$ cat src/rtl/game_ctrl.sv
// game_ctrl: game-flow controller that sits in front of move_ball and placar.
// It sequences IDLE -> SERVE -> PLAY -> LOST/OVER/WIN. Every delay is counted
// in video frames, and one frame is one falling edge of vga_vs.
// Optional feature macro: GAME_CTRL_BLINK_EN. When it is defined, the blink
// output toggles in OVER/WIN. When it is not defined, blink is tied low.
module game_ctrl #(
    parameter int LIVES        = 3,
    parameter int SERVE_FRAMES = 60,
    parameter int LOST_FRAMES  = 90,
    parameter int BLINK_FRAMES = 30
) (
    input  logic       clock,
    input  logic       reset,
    input  logic       start,
    input  logic       vga_vs,
    input  logic       endgame_ball,
    input  logic       endgame_block,
    input  logic       all_cleared,
    output logic       ball_run,
    output logic       ball_hold,
    output logic       new_game,
    output logic [1:0] lives,
    output logic [2:0] state,
    output logic       game_over,
    output logic       win,
    output logic       blink
);

    typedef enum logic [2:0] {
        ST_IDLE  = 3'd0,
        ST_SERVE = 3'd1,
        ST_PLAY  = 3'd2,
        ST_LOST  = 3'd3,
        ST_OVER  = 3'd4,
        ST_WIN   = 3'd5
    } state_t;

    localparam logic [1:0] LIVES_INIT = 2'(LIVES);
    localparam logic [8:0] SERVE_LAST = 9'(SERVE_FRAMES);
    localparam logic [8:0] LOST_LAST  = 9'(LOST_FRAMES);

    state_t     state_q, state_d;
    logic [1:0] lives_q, lives_d;
    logic [7:0] frame_cnt_q, frame_cnt_d;
    logic       vs_prev_q, vs_prev_d;
    logic       start_prev_q, start_prev_d;
    logic       ball_run_q, ball_run_d;
    logic       ball_hold_q, ball_hold_d;
    logic       new_game_q, new_game_d;
    logic       game_over_q, game_over_d;
    logic       win_q, win_d;

    logic       frame_tick;
    logic       start_rise;
    logic [8:0] frame_cnt_inc;
    logic       state_change;

    // vs_prev and start_prev reset to 1. A switch that is already on when
    // reset is released therefore has to be toggled off and on before a game starts.
    assign frame_tick    = vs_prev_q & ~vga_vs;
    assign start_rise    = start & ~start_prev_q;
    assign frame_cnt_inc = {1'b0, frame_cnt_q} + 9'd1;
    assign state_change  = (state_d != state_q);

    // Edge-detect history: sample the current vsync and start levels
    always_comb begin
        vs_prev_d    = vga_vs;
        start_prev_d = start;
    end

    // Next-state, lives and registered-output decode
    always_comb begin
        state_d    = state_q;
        lives_d    = lives_q;
        new_game_d = 1'b0;

        if ((state_q != ST_IDLE) && !start) begin
            // Dropping the switch aborts from any state, and this wins over every other transition
            state_d = ST_IDLE;
        end else begin
            case (state_q)
                ST_IDLE: begin
                    if (start_rise) begin
                        state_d    = ST_SERVE;
                        lives_d    = LIVES_INIT;
                        new_game_d = 1'b1;
                    end
                end
                ST_SERVE: begin
                    if (frame_tick && (frame_cnt_inc == SERVE_LAST)) begin
                        state_d = ST_PLAY;
                    end
                end
                ST_PLAY: begin
                    if (endgame_block) begin
                        state_d = ST_OVER;
                        lives_d = 2'd0;
                    end else if (all_cleared) begin
                        state_d = ST_WIN;
                    end else if (endgame_ball) begin
                        state_d = ST_LOST;
                        if (lives_q != 2'd0) begin
                            lives_d = lives_q - 2'd1;
                        end
                    end
                end
                ST_LOST: begin
                    // The decrement happened on entry, so a ball that stays in lava is ignored here
                    if (frame_tick && (frame_cnt_inc == LOST_LAST)) begin
                        state_d = (lives_q == 2'd0) ? ST_OVER : ST_SERVE;
                    end
                end
                ST_OVER, ST_WIN: begin
                    state_d = state_q;
                end
                default: begin
                    state_d = ST_IDLE;
                end
            endcase
        end

        // Outputs are decoded from the next state so they register with it
        ball_run_d  = (state_d == ST_PLAY);
        ball_hold_d = (state_d == ST_IDLE) || (state_d == ST_SERVE) ||
                      (state_d == ST_OVER) || (state_d == ST_WIN);
        game_over_d = (state_d == ST_OVER);
        win_d       = (state_d == ST_WIN);
    end

    // Frames spent in the current state, cleared on entry, saturating at 255
    always_comb begin
        frame_cnt_d = frame_cnt_q;
        if (state_change) begin
            frame_cnt_d = 8'd0;
        end else if (frame_tick && (frame_cnt_q != 8'hFF)) begin
            frame_cnt_d = frame_cnt_q + 8'd1;
        end
    end

    // State register and registered outputs
    always_ff @(posedge clock or negedge reset) begin
        if (!reset) begin
            state_q      <= ST_IDLE;
            lives_q      <= LIVES_INIT;
            frame_cnt_q  <= 8'd0;
            vs_prev_q    <= 1'b1;
            start_prev_q <= 1'b1;
            ball_run_q   <= 1'b0;
            ball_hold_q  <= 1'b1;
            new_game_q   <= 1'b0;
            game_over_q  <= 1'b0;
            win_q        <= 1'b0;
        end else begin
            state_q      <= state_d;
            lives_q      <= lives_d;
            frame_cnt_q  <= frame_cnt_d;
            vs_prev_q    <= vs_prev_d;
            start_prev_q <= start_prev_d;
            ball_run_q   <= ball_run_d;
            ball_hold_q  <= ball_hold_d;
            new_game_q   <= new_game_d;
            game_over_q  <= game_over_d;
            win_q        <= win_d;
        end
    end

`ifdef GAME_CTRL_BLINK_EN
    localparam logic [8:0] BLINK_LAST = 9'(BLINK_FRAMES);

    logic       blink_q, blink_d;
    logic [7:0] blink_cnt_q, blink_cnt_d;
    logic       end_state_d;

    assign end_state_d = (state_d == ST_OVER) || (state_d == ST_WIN);

    // Attract blink: starts high on entry to OVER/WIN and toggles every BLINK_FRAMES ticks
    always_comb begin
        blink_d     = 1'b0;
        blink_cnt_d = 8'd0;
        if (end_state_d) begin
            if (state_change) begin
                blink_d     = 1'b1;
                blink_cnt_d = 8'd0;
            end else if (frame_tick) begin
                if (({1'b0, blink_cnt_q} + 9'd1) == BLINK_LAST) begin
                    blink_d     = ~blink_q;
                    blink_cnt_d = 8'd0;
                end else begin
                    blink_d     = blink_q;
                    blink_cnt_d = blink_cnt_q + 8'd1;
                end
            end else begin
                blink_d     = blink_q;
                blink_cnt_d = blink_cnt_q;
            end
        end
    end

    // Blink output and its frame counter
    always_ff @(posedge clock or negedge reset) begin
        if (!reset) begin
            blink_q     <= 1'b0;
            blink_cnt_q <= 8'd0;
        end else begin
            blink_q     <= blink_d;
            blink_cnt_q <= blink_cnt_d;
        end
    end

    assign blink = blink_q;
`else
    assign blink = 1'b0;
`endif

    assign ball_run  = ball_run_q;
    assign ball_hold = ball_hold_q;
    assign new_game  = new_game_q;
    assign lives     = lives_q;
    assign state     = state_q;
    assign game_over = game_over_q;
    assign win       = win_q;

endmodule

$ cat config.mk
export PLATFORM = sky130hd
export DESIGN_NAME = game_ctrl
export DESIGN_NICKNAME = d
export VERILOG_FILES = /design/src/rtl/game_ctrl.sv
export SDC_FILE = /design/constraint.sdc
export NUM_CORES = 1
export LEC_CHECK = 0
export CAP_MARGIN = 10
export CORE_ASPECT_RATIO = 0.8
export CORE_UTILIZATION = 50
export DETAILED_ROUTE_END_ITERATION = 10
export PLACE_DENSITY_LB_ADDON = 0.12
export SYNTH_ARGS = -nofsm -noshare
export SYNTH_HDL_FRONTEND = slang
export SYNTH_SLANG_ARGS = --single-unit
$ cat constraint.sdc
create_clock -name clock -period 3.2 [get_ports clock]
set_clock_uncertainty 0.2 [all_clocks]
set_input_delay 0.64 -clock clock [delete_from_list [all_inputs] [get_ports clock]]
set_output_delay 0.64 -clock clock [all_outputs]
set_load 0.01 [all_outputs]
==> out/metrics.cfg, run 1 <==
[run_status]
status = finished clean

[setup_path]
cp-end-kind = flip-flop
critPathLaunch = frame_cnt_q[0]$_DFFE_PN0P_
rr_worst_depth = 7
crit_fanout = 8
cp-endpoint = ball_run$_DFF_PN0_
slowest_delay_ns = 0.55
startpoint_type = flip-flop
crit_path_cell_trace = ha_1 > a21boi_0 > nand4b_1 > a31oi_2 > nand4_2 > and3_4 > nor3_2
critical_path_arrival_ns = 2.54
reg2reg_from = frame_cnt_q[0]$_DFFE_PN0P_
crit_required_ns = 3.24
cp.depth = 7
critPathTopFamily = simple AND/OR/NAND/NOR gates
r2r-end = ball_run$_DFF_PN0_
reg2reg_setup_slack_ns = 0.69
worst-path-buf-inv = 0
worstSetupPathType = flip-flop to flip-flop
crit_slowest_cell = dfrtp_1

[placed_design]
gp_congestion = 0.849
placed_cells = 191
port_buffers = 16
post-dp-hpwl_mm = 2.06

[yosys]
synth_cell_types = 50
syn_nets = 157
syn_inst = 146
yosys_register_bits = 20
seq_area_frac_synth_pct = 37.3
synth.yosys.warnings = 0
avgSynthCellArea_um2 = 9.31
syn_area_um2 = 1360

[timing]
hold_violations = 0
rsz0062_at_grt = no
drv_slew = 0
max_freq_mhz = 399
period_minus_slack_ns = 2.51
setup_tns_ns = 0
worstMarginPinSlew_ns = 0.874
slew_headroom_pct = 41.6
setup_viol = 0
post-route-period-util_pct = 78.4

[pwr]
p_comb_share_pct = 31.5
p_leak_nw = 0.669
cellPowerDensity_nw_per_um2 = 545
p_int_w = 0.000564
ir_drop_mv = 0.529
clkPwrFrac_pct = 23.5
totalPowerFinal_w = 0.000863
pwr-share-seq_pct = 45.0
p_sw_w = 0.000299
switching_share_pct = 34.7

[detailed_routing]
vias = 1145
routed_wl_mm = 2.70
postRouteAntennaNets = 0
viasPerCell = 5.87
wire_per_inst_um = 13.8
drc = 0
drt-initial-drc-count = 34
drt-pass1-iter-count = 4

[floorplan]
rows = 16
core_um2 = 2500
chipWidth_um = 60.3
die_area_um2 = 2930
ios = 18
die-height_um = 48.6
start_util_pct = 54.3

[global_route]
grt_max_degree = 21
grt_overflow = 0
track_usage_pct = 20.8
grt_pass1_vias = 1020
antenna_found_initial = 0
grt_first_pass_wirelength_mm = 4.60

[final_layout]
final-instance-count-excl-fill = 195
largest_reg_flops = 8
final_common_cell = clkdlybuf4s50_1
area_growth_pct = 16.4
drive_gt1_share_pct = 14.5
fillers = 217
n_antenna_cell = 0
largest_register = frame_cnt_q
final_cell_mix = clkdlybuf4s50_1 (16), dfrtp_1 (15), nor2_1 (10)
fin_nets = 171

[flow_run]
max_cap_viol_count = 0

[clock_network]
clockBufferDepth = 2
clk_latency_ns = 0.30
htreeDepth = 1
cts_buffers = 3
cts_tree = yes
post_cts_buffers = 0
ctsResizeCount = 0
cts_sinks = 20
hold_buffers = 0
cts-root-buf = clkbuf_4
clk_pin_slew_ns = 0.11

[min_path]
hold_class = flip-flop to flip-flop

## cell families (layout without fill, tap and decap cells)
logic type,after synthesis,after routing,share of synthesized area (%)
buf+inv,16,29,5.34
flops,20,20,37.3
compound gates,33,33,17.8
simple gates,62,62,28.9
mux,3,3,2.21
other cells,1,1,0.276
xor+xnor,7,7,4.51
fa+ha+maj,4,4,3.68
## worst min path at each step
stage	startpoint	endpoint	slack, ns	depth (start not counted)
floorplan	reset	ball_run$_DFF_PN0_	0.14	0
global placement	lives[1]$_DFFE_PN1P_	lives[1]$_DFFE_PN1P_	0.37	1
detailed placement	lives[1]$_DFFE_PN1P_	lives[1]$_DFFE_PN1P_	0.37	1
CTS	lives[1]$_DFFE_PN1P_	lives[1]$_DFFE_PN1P_	0.39	1
global route	lives[1]$_DFFE_PN1P_	lives[1]$_DFFE_PN1P_	0.40	1
finish	lives[1]$_DFFE_PN1P_	lives[1]$_DFFE_PN1P_	0.39	1
## through the flow
stage               worst slack, ns  cell area (um2)  hold slack, ns  utilization (%)
CTS                           0.711             1580           0.386             63.2
global route                  0.495             1580           0.403             63.2
finish                        0.691             1580           0.386             63.2
global placement              0.639             1530           0.369             61.1
detailed placement            0.612             1530           0.366             61.1
floorplan                      1.08             1360           0.144                -
## metal layers
| layer | part of all wire [%] | wire length [um] | GRT usage [%] |
|---|---|---|---|
| met1 | 49 | 1340 | 31.4 |
| met3 | 6.3 | 169 | 5.61 |
| met4 | 0.63 | 17 | 3.49 |
| met5 | 0 | 0 | 0 |
| met2 | 44 | 1170 | 29.9 |
## final cells by class
type	instances	area (um2)	share of cell area [%]
inverters	8	30.0	1.90
well taps	36	45.0	2.85
multi-input cells	110	779	49.3
flip-flops and latches	20	507	32.0
clock buffers	3	22.5	1.42
clock inverters	1	30.0	1.90
repair buffers	17	168	10.6
## power groups by stage
stage | Clock [W] | Combinational, W | Sequential, W
floorplan | 0 | 0.000211 | 0.000359
detailed placement | 0 | 0.000267 | 0.000392
global route | 0.000222 | 0.000303 | 0.000400
global placement | 0 | 0.000262 | 0.000392
CTS | 0.000210 | 0.000271 | 0.000387
finish | 0.000202 | 0.000272 | 0.000388
## Yosys cell counts (all sizes together)
cell	n	area, um2
o31a	1	8.76
a31o	1	8.76
a31oi	2	18.8
dfstp	5	131
nor4	4	25.0
nor3	7	45.0
buf	5	30.0
xnor2	5	43.8
o21ai	10	50.0
o21a	1	7.51
and4	6	52.6
xor2	2	17.5
inv	8	30.0
nor4b	1	15.0
o211ai	1	12.5
a21o	3	22.5
conb	1	3.75
nor2	10	37.5
nand3b	1	7.51
o32ai	1	8.76
nor2b	1	6.26
and3	3	23.8
o22ai	2	18.8
nand2	11	46.3
nand3	3	27.5
ha	4	50.1
clkbuf	3	12.5
nor3b	1	7.51
nand4b	2	17.5
a22o	2	17.5
dfrtp	15	375
nand2b	5	31.3
a21oi	5	25.0
a41o	1	10.0
a21boi	1	7.51
a41oi	2	25.0
nand4	5	37.5
mux2i	3	30.0
or3	2	12.5
No activity file was read; power rests on OpenSTA's default activity.
==> inputs of run 2 (changes only) <==
--- a/config.mk
+++ b/config.mk
@@ -7,7 +7,7 @@
 export LEC_CHECK = 0
 export CAP_MARGIN = 10
 export CORE_ASPECT_RATIO = 0.8
-export CORE_UTILIZATION = 50
+export CORE_UTILIZATION = 49
 export DETAILED_ROUTE_END_ITERATION = 10
 export PLACE_DENSITY_LB_ADDON = 0.12
 export SYNTH_ARGS = -nofsm -noshare
==> constraint.sdc (replaced) <==
create_clock -name clock -period 2.3 [get_ports clock]
set_clock_uncertainty 0.2 [all_clocks]
set_input_delay 0.46 -clock clock [delete_from_list [all_inputs] [get_ports clock]]
set_output_delay 0.46 -clock clock [all_outputs]
set_load 0.01 [all_outputs]
==> run 2 against run 1 <==
Critical path depth shrank 1. Sequential share of layout area shrank 1.6 points. Via count grew 6.9%. Global-route usage grew 3.2 points. Flip-flop and latch count is the same. Register-to-register slack lost 0.56 ns. Largest power group is now combinational logic. Highest routed layer unchanged.
==> out/metrics.cfg, run 2 (same netlist as run 1, synthesis figures left out) <==
[global_route]
track_usage_pct = 24.0  ; +3.2 points
gr-usage-met3_pct = 5.84  ; +0.22 points
antenna_found_initial = 0  ; unchanged
grt_max_degree = 21  ; unchanged
met1_usage_pct = 34.7  ; +3.3 points
grt_overflow = 0  ; unchanged
grt.met2_usage_pct = 35.3  ; +5.5 points
grt_pass1_vias = 1167  ; +14%
grt-busiest-layer = met2
grt_first_pass_wirelength_mm = 5.23  ; +14%

[placed_design]
post-dp-hpwl_mm = 2.33  ; +13%
pre_cts_slack_ns = -0.0593  ; -0.672 ns
place_area_um2 = 1630  ; +6.4%
port_buffers = 16  ; unchanged
gp_congestion = 0.858  ; +1.1%
placed_cells = 204  ; +6.8%

[detailed_routing]
vias = 1224  ; +6.9%
drc = 0  ; unchanged
viasPerCell = 5.88  ; +0.22%
routed_wl_mm = 3.06  ; +13%
drt-pass1-iter-count = 4  ; unchanged
postRouteAntennaNets = 0  ; unchanged
drt-initial-drc-count = 70  ; +110%
wire_per_inst_um = 14.7  ; +6.3%

[setup_path]
reg2reg_setup_slack_ns = 0.13  ; -0.56 ns
crit_fanout = 9  ; +1
crit_required_ns = 2.35  ; -0.89 ns
worstSetupPathType = flip-flop to flip-flop
reg2reg_from = frame_cnt_q[2]$_DFFE_PN0P_
startpoint_type = flip-flop
critical_path_arrival_ns = 2.22  ; -0.32 ns
cp-end-kind = flip-flop
r2r-end = win$_DFF_PN0_
rr_worst_depth = 6  ; -1

[final_layout]
area_growth_pct = 22.5
drive_gt1_share_pct = 20.9  ; +6.5 points
largest_register = frame_cnt_q
final-instance-count-excl-fill = 208  ; +6.7%
final_common_cell = clkdlybuf4s50_1
fillers = 222  ; +2.3%
final_cell_mix = clkdlybuf4s50_1 (16), dfrtp_1 (15), buf_4 (14)
fin_nets = 184  ; +7.6%
post-route-util_pct = 65.5  ; +2.3 points
largest_reg_flops = 8  ; unchanged
n_antenna_cell = 0  ; unchanged
design_area_um2 = 1660  ; +5.2%

[floorplan]
rows = 16  ; unchanged
ios = 18  ; unchanged
start_util_pct = 53.4  ; -0.86 points
die_area_um2 = 2990  ; +2.0%
chipWidth_um = 60.9  ; +0.98%
core_um2 = 2540  ; +1.6%
die-height_um = 49.1  ; +0.98%

[timing]
final.setup.worst_slack_ns = 0.130  ; -0.561 ns
period_minus_slack_ns = 2.17  ; -0.339 ns
setup_viol = 0  ; unchanged
setup_tns_ns = 0  ; unchanged
post-route-period-util_pct = 94.4  ; +16 points
hold_violations = 0  ; unchanged
drv_slew = 0  ; unchanged
max_freq_mhz = 461  ; +16%
rsz0062_at_grt = no

[clock_network]
cts-root-buf = clkbuf_4
cts_buffers = 3  ; unchanged
cts_sinks = 20  ; unchanged
htreeDepth = 1  ; unchanged
clk_pin_slew_ns = 0.12  ; about the same
clockBufferDepth = 2  ; unchanged
post_cts_buffers = 0  ; unchanged
cts_tree = yes
clk_latency_ns = 0.32  ; +0.02 ns

[pwr]
p_leak_nw = 0.717  ; +7.2%
p_int_w = 0.000730  ; +30%
ir_drop_mv = 0.457  ; -14%
clkPwrFrac_pct = 15.4  ; -8.1 points
p_comb_share_pct = 42.8  ; +11 points
switching_share_pct = 38.1  ; +3.4 points
cellPowerDensity_nw_per_um2 = 709  ; +30%
pwr-share-seq_pct = 41.9  ; -3.1 points
p_sw_w = 0.000449  ; +50%

[min_path]
hold_class = input port to async pin

[run_status]
status = finished clean

[flow_run]
max_cap_viol_count = 0  ; unchanged

## run 2: changes by cell type in the layout (fill, tap and decap cells not counted), sizes merged
cell / change
buf: +13
clkbuf: +1
bufinv: -1
## run 2: worst max path at each step
| stage | start | end | slack [ns] | cells past startpoint |
|---|---|---|---|---|
| 6_report | frame_cnt_q[2]$_DFFE_PN0P_ | win$_DFF_PN0_ | 0.13 | 6 |
| 3_3_place_gp | all_cleared | frame_cnt_q[6]$_DFFE_PN0P_ | -0.04 | 6 |
| 3_5_place_dp | all_cleared | frame_cnt_q[4]$_DFFE_PN0P_ | -0.06 | 6 |
| 2_1_floorplan | frame_cnt_q[0]$_DFFE_PN0P_ | ball_run$_DFF_PN0_ | 0.18 | 7 |
| 5_1_grt | frame_cnt_q[2]$_DFFE_PN0P_ | win$_DFF_PN0_ | 0.04 | 6 |
| 4_1_cts | frame_cnt_q[0]$_DFFE_PN0P_ | ball_run$_DFF_PN0_ | 0.11 | 7 |
## run 2: worst max-delay path, stage by stage, from the launching register on
cell	delay, ns
dfrtp_1	0.60
nand3_4	0.17
or3_1	0.35
o22ai_2	0.25
and4_1	0.29
o211ai_2	0.13
nor2_1	0.12
## run 2: layer usage
metal  share of wire (%)  vias to the layer above
met5                   0                        -
met4                 1.2                        0
met3                 5.7                        5
met2                  43                       34
met1                  50                      590
li1                    -                      595
## run 2: layout make-up
class | count | area [um2] | area share [%]
Inverter | 8 | 30.0 | 1.80
Multi-Input combinational cell | 110 | 791 | 47.5
Clock buffer | 4 | 26.3 | 1.58
Sequential cell | 20 | 507 | 30.5
Timing Repair Buffer | 30 | 265 | 15.9
Tap cell | 36 | 45.0 | 2.71
## run 2: power by group through the flow
stage / clock network [W] / registers [W] / logic [W]
floorplan: 0 / 0.000499 / 0.000294
global placement: 0 / 0.000495 / 0.000484
detailed placement: 0 / 0.000500 / 0.000495
CTS: 0.000189 / 0.000492 / 0.000500
global route: 0.000207 / 0.000501 / 0.000559
finish: 0.000181 / 0.000494 / 0.000504
## run 2: stage by stage
stage / power [W] / hold WS [ns]
floorplan: 0.000793 / -0.0356
finish: 0.00118 / 0.261
global placement: 0.000978 / 0.366
detailed placement: 0.000994 / 0.369
global route: 0.00127 / 0.291
CTS: 0.00118 / 0.269
## run 2: what timing repair did
item,4_1_cts,5_1_grt
gates resized for setup,0,2
hold buffers,0,0
setup endpoints to repair,0,8
==> inputs of run 3 (changes only) <==
--- a/config.mk
+++ b/config.mk
@@ -10,6 +10,7 @@
 export CORE_UTILIZATION = 49
 export DETAILED_ROUTE_END_ITERATION = 10
 export PLACE_DENSITY_LB_ADDON = 0.12
+export RECOVER_POWER = 50
 export SYNTH_ARGS = -nofsm -noshare
 export SYNTH_HDL_FRONTEND = slang
 export SYNTH_SLANG_ARGS = --single-unit
==> run 3 against run 2 <==
Register-to-register slack hardly changed. Non-clock buffer count did not move. Maximum frequency barely moved. Critical path depth is the same. Total power fell by 0.27%. Routed wire length is essentially flat. Critical endpoint unchanged. Largest cell class unchanged.
==> out/metrics.cfg, run 3 (same netlist as run 1, synthesis figures left out) <==
[run_status]
status = finished clean

[final_layout]
drive_gt1_share_pct = 20.3  ; -0.58 points
n_antenna_cell = 0  ; unchanged
design_area_um2 = 1660  ; -0.23%
final_common_cell = dfrtp_1
area_growth_pct = 22.2
final_cell_mix = dfrtp_1 (15), buf_4 (13), clkdlybuf4s50_1 (12)
final-instance-count-excl-fill = 208  ; unchanged
largest_register = frame_cnt_q
largest_reg_flops = 8  ; unchanged
fin_nets = 184  ; unchanged
post-route-util_pct = 65.3  ; -0.15 points

[floorplan]
rows = 16  ; unchanged
chipWidth_um = 60.9  ; unchanged
start_util_pct = 53.4  ; unchanged
die-height_um = 49.1  ; unchanged
core_um2 = 2540  ; unchanged
ios = 18  ; unchanged
die_area_um2 = 2990  ; unchanged

[detailed_routing]
vias = 1223  ; -0.082%
drt-initial-drc-count = 77  ; +10%
viasPerCell = 5.88  ; about the same
postRouteAntennaNets = 0  ; unchanged
wire_per_inst_um = 14.7  ; about the same
drt-pass1-iter-count = 4  ; unchanged
drc = 0  ; unchanged
routed_wl_mm = 3.06  ; about the same

[timing]
final.setup.worst_slack_ns = 0.130  ; +0.000305 ns
period_minus_slack_ns = 2.17  ; -0.000305 ns
drv_slew = 0  ; unchanged
rsz0062_at_grt = no
post-route-period-util_pct = 94.3  ; about the same
max_freq_mhz = 461  ; about the same
setup_viol = 0  ; unchanged
hold_violations = 0  ; unchanged
worstMarginPinSlew_ns = 1.07
slew_headroom_pct = 28.4

[placed_design]
post-dp-hpwl_mm = 2.33  ; unchanged
place_area_um2 = 1630  ; unchanged
pre_cts_slack_ns = -0.0593  ; unchanged
port_buffers = 16  ; unchanged
placed_cells = 204  ; unchanged
gp_congestion = 0.858  ; unchanged

[setup_path]
critical_path_arrival_ns = 2.22  ; about the same
worstSetupPathType = flip-flop to flip-flop
critPathTopFamily = simple AND/OR/NAND/NOR gates
crit_path_cell_trace = nand3_4 > or3_1 > o22ai_2 > and4_1 > o211ai_2 > nor2_1
slowest_delay_ns = 0.60  ; about the same
cp-end-kind = flip-flop
crit_slowest_cell = dfrtp_1
crit_fanout = 9  ; unchanged
startpoint_type = flip-flop
reg2reg_setup_slack_ns = 0.13  ; about the same
worst-path-buf-inv = 0  ; unchanged
crit_required_ns = 2.35  ; about the same

[pwr]
p_sw_w = 0.000449  ; -0.10%
ir_drop_mv = 0.457  ; about the same
switching_share_pct = 38.1  ; +0.062 points
p_leak_nw = 0.720  ; +0.45%
pwr-share-seq_pct = 41.9  ; about the same
totalPowerFinal_w = 0.00118  ; -0.27%
clkPwrFrac_pct = 15.4  ; about the same
p_comb_share_pct = 42.6  ; -0.2 points
p_int_w = 0.000728  ; -0.37%
cellPowerDensity_nw_per_um2 = 708  ; about the same

[global_route]
antenna_found_initial = 0  ; unchanged
grt_pass1_vias = 1167  ; unchanged
grt_overflow = 0  ; unchanged
track_usage_pct = 24.0  ; unchanged
grt_first_pass_wirelength_mm = 5.23  ; unchanged
grt_max_degree = 21  ; unchanged

[clock_network]
clk_pin_slew_ns = 0.12  ; about the same
cts_sinks = 20  ; unchanged
cts_buffers = 3  ; unchanged
htreeDepth = 1  ; unchanged
clockBufferDepth = 2  ; unchanged
clk_latency_ns = 0.32  ; about the same
hold_buffers = 0  ; unchanged
cts_tree = yes
cts-root-buf = clkbuf_4

[flow_run]
max_cap_viol_count = 0  ; unchanged

[min_path]
hold_class = flip-flop to flip-flop

run 3: changes by cell type in the layout (fill, tap and decap cells not counted):
cell             change
clkbuf_1             +1
dlygate4sd3_1        +4
buf_4                -1
clkdlybuf4s50_1      -4
run 3: cell type report:
class,instances,area (um2)
timing repair buffer,30,262
fill,223,882
inverter,8,30.0
clock buffer,4,26.3
multi-input combinational,110,791
sequential,20,507
tap,36,45.0
run 3: per-stage QoR:
| step | TNS, ns | hold WS (ns) |
|---|---|---|
| final | 0 | 0.386 |
| after floorplan | 0 | -0.0356 |
| after CTS | 0 | 0.269 |
| after detailed placement | -0.232 | 0.369 |
| after global routing | 0 | 0.403 |
| after global placement | -0.142 | 0.366 |
run 3: worst register-to-register path, cell delays in order (launching register included):
cell,delay (ns)
dfrtp_1,0.60
nand3_4,0.17
or3_1,0.35
o22ai_2,0.25
and4_1,0.29
o211ai_2,0.13
nor2_1,0.12
run 3: worst paths after layout:
check                                      startpoint                         end  depth (start not counted)
setup / recovery           frame_cnt_q[2]$_DFFE_PN0P_               win$_DFF_PN0_                          6
hold / removal                   lives[1]$_DFFE_PN1P_        lives[1]$_DFFE_PN1P_                          1
setup reg to reg           frame_cnt_q[2]$_DFFE_PN0P_               win$_DFF_PN0_                          6
hold reg to reg                  lives[1]$_DFFE_PN1P_        lives[1]$_DFFE_PN1P_                          1
max in group asynchronous                       reset  frame_cnt_q[7]$_DFFE_PN0P_                          2
min in group asynchronous                       reset  frame_cnt_q[6]$_DFFE_PN0P_                          2
run 3: metal layers:
layer  global-route usage, %  wire [um]  share of wire (%)
met1                    34.7       1520                 50
met2                    35.3       1330                 43
met3                    5.84        175                5.7
met4                    7.20         36                1.2
met5                       0          0                  0
run 3: timing repair:
action / 4_1_cts / 5_1_grt
endpoints found under the setup margin: 0 / 8
setup buffers: 0 / 0
resized for setup: 0 / 2
run 3: power groups by stage:
stage	clock, W	sequential [W]	combinational, W
after global placement	0	0.000495	0.000484
after detailed placement	0	0.000500	0.000495
after floorplan	0	0.000499	0.000294
after global routing	0.000207	0.000501	0.000556
after CTS	0.000189	0.000492	0.000500
final	0.000181	0.000493	0.000501
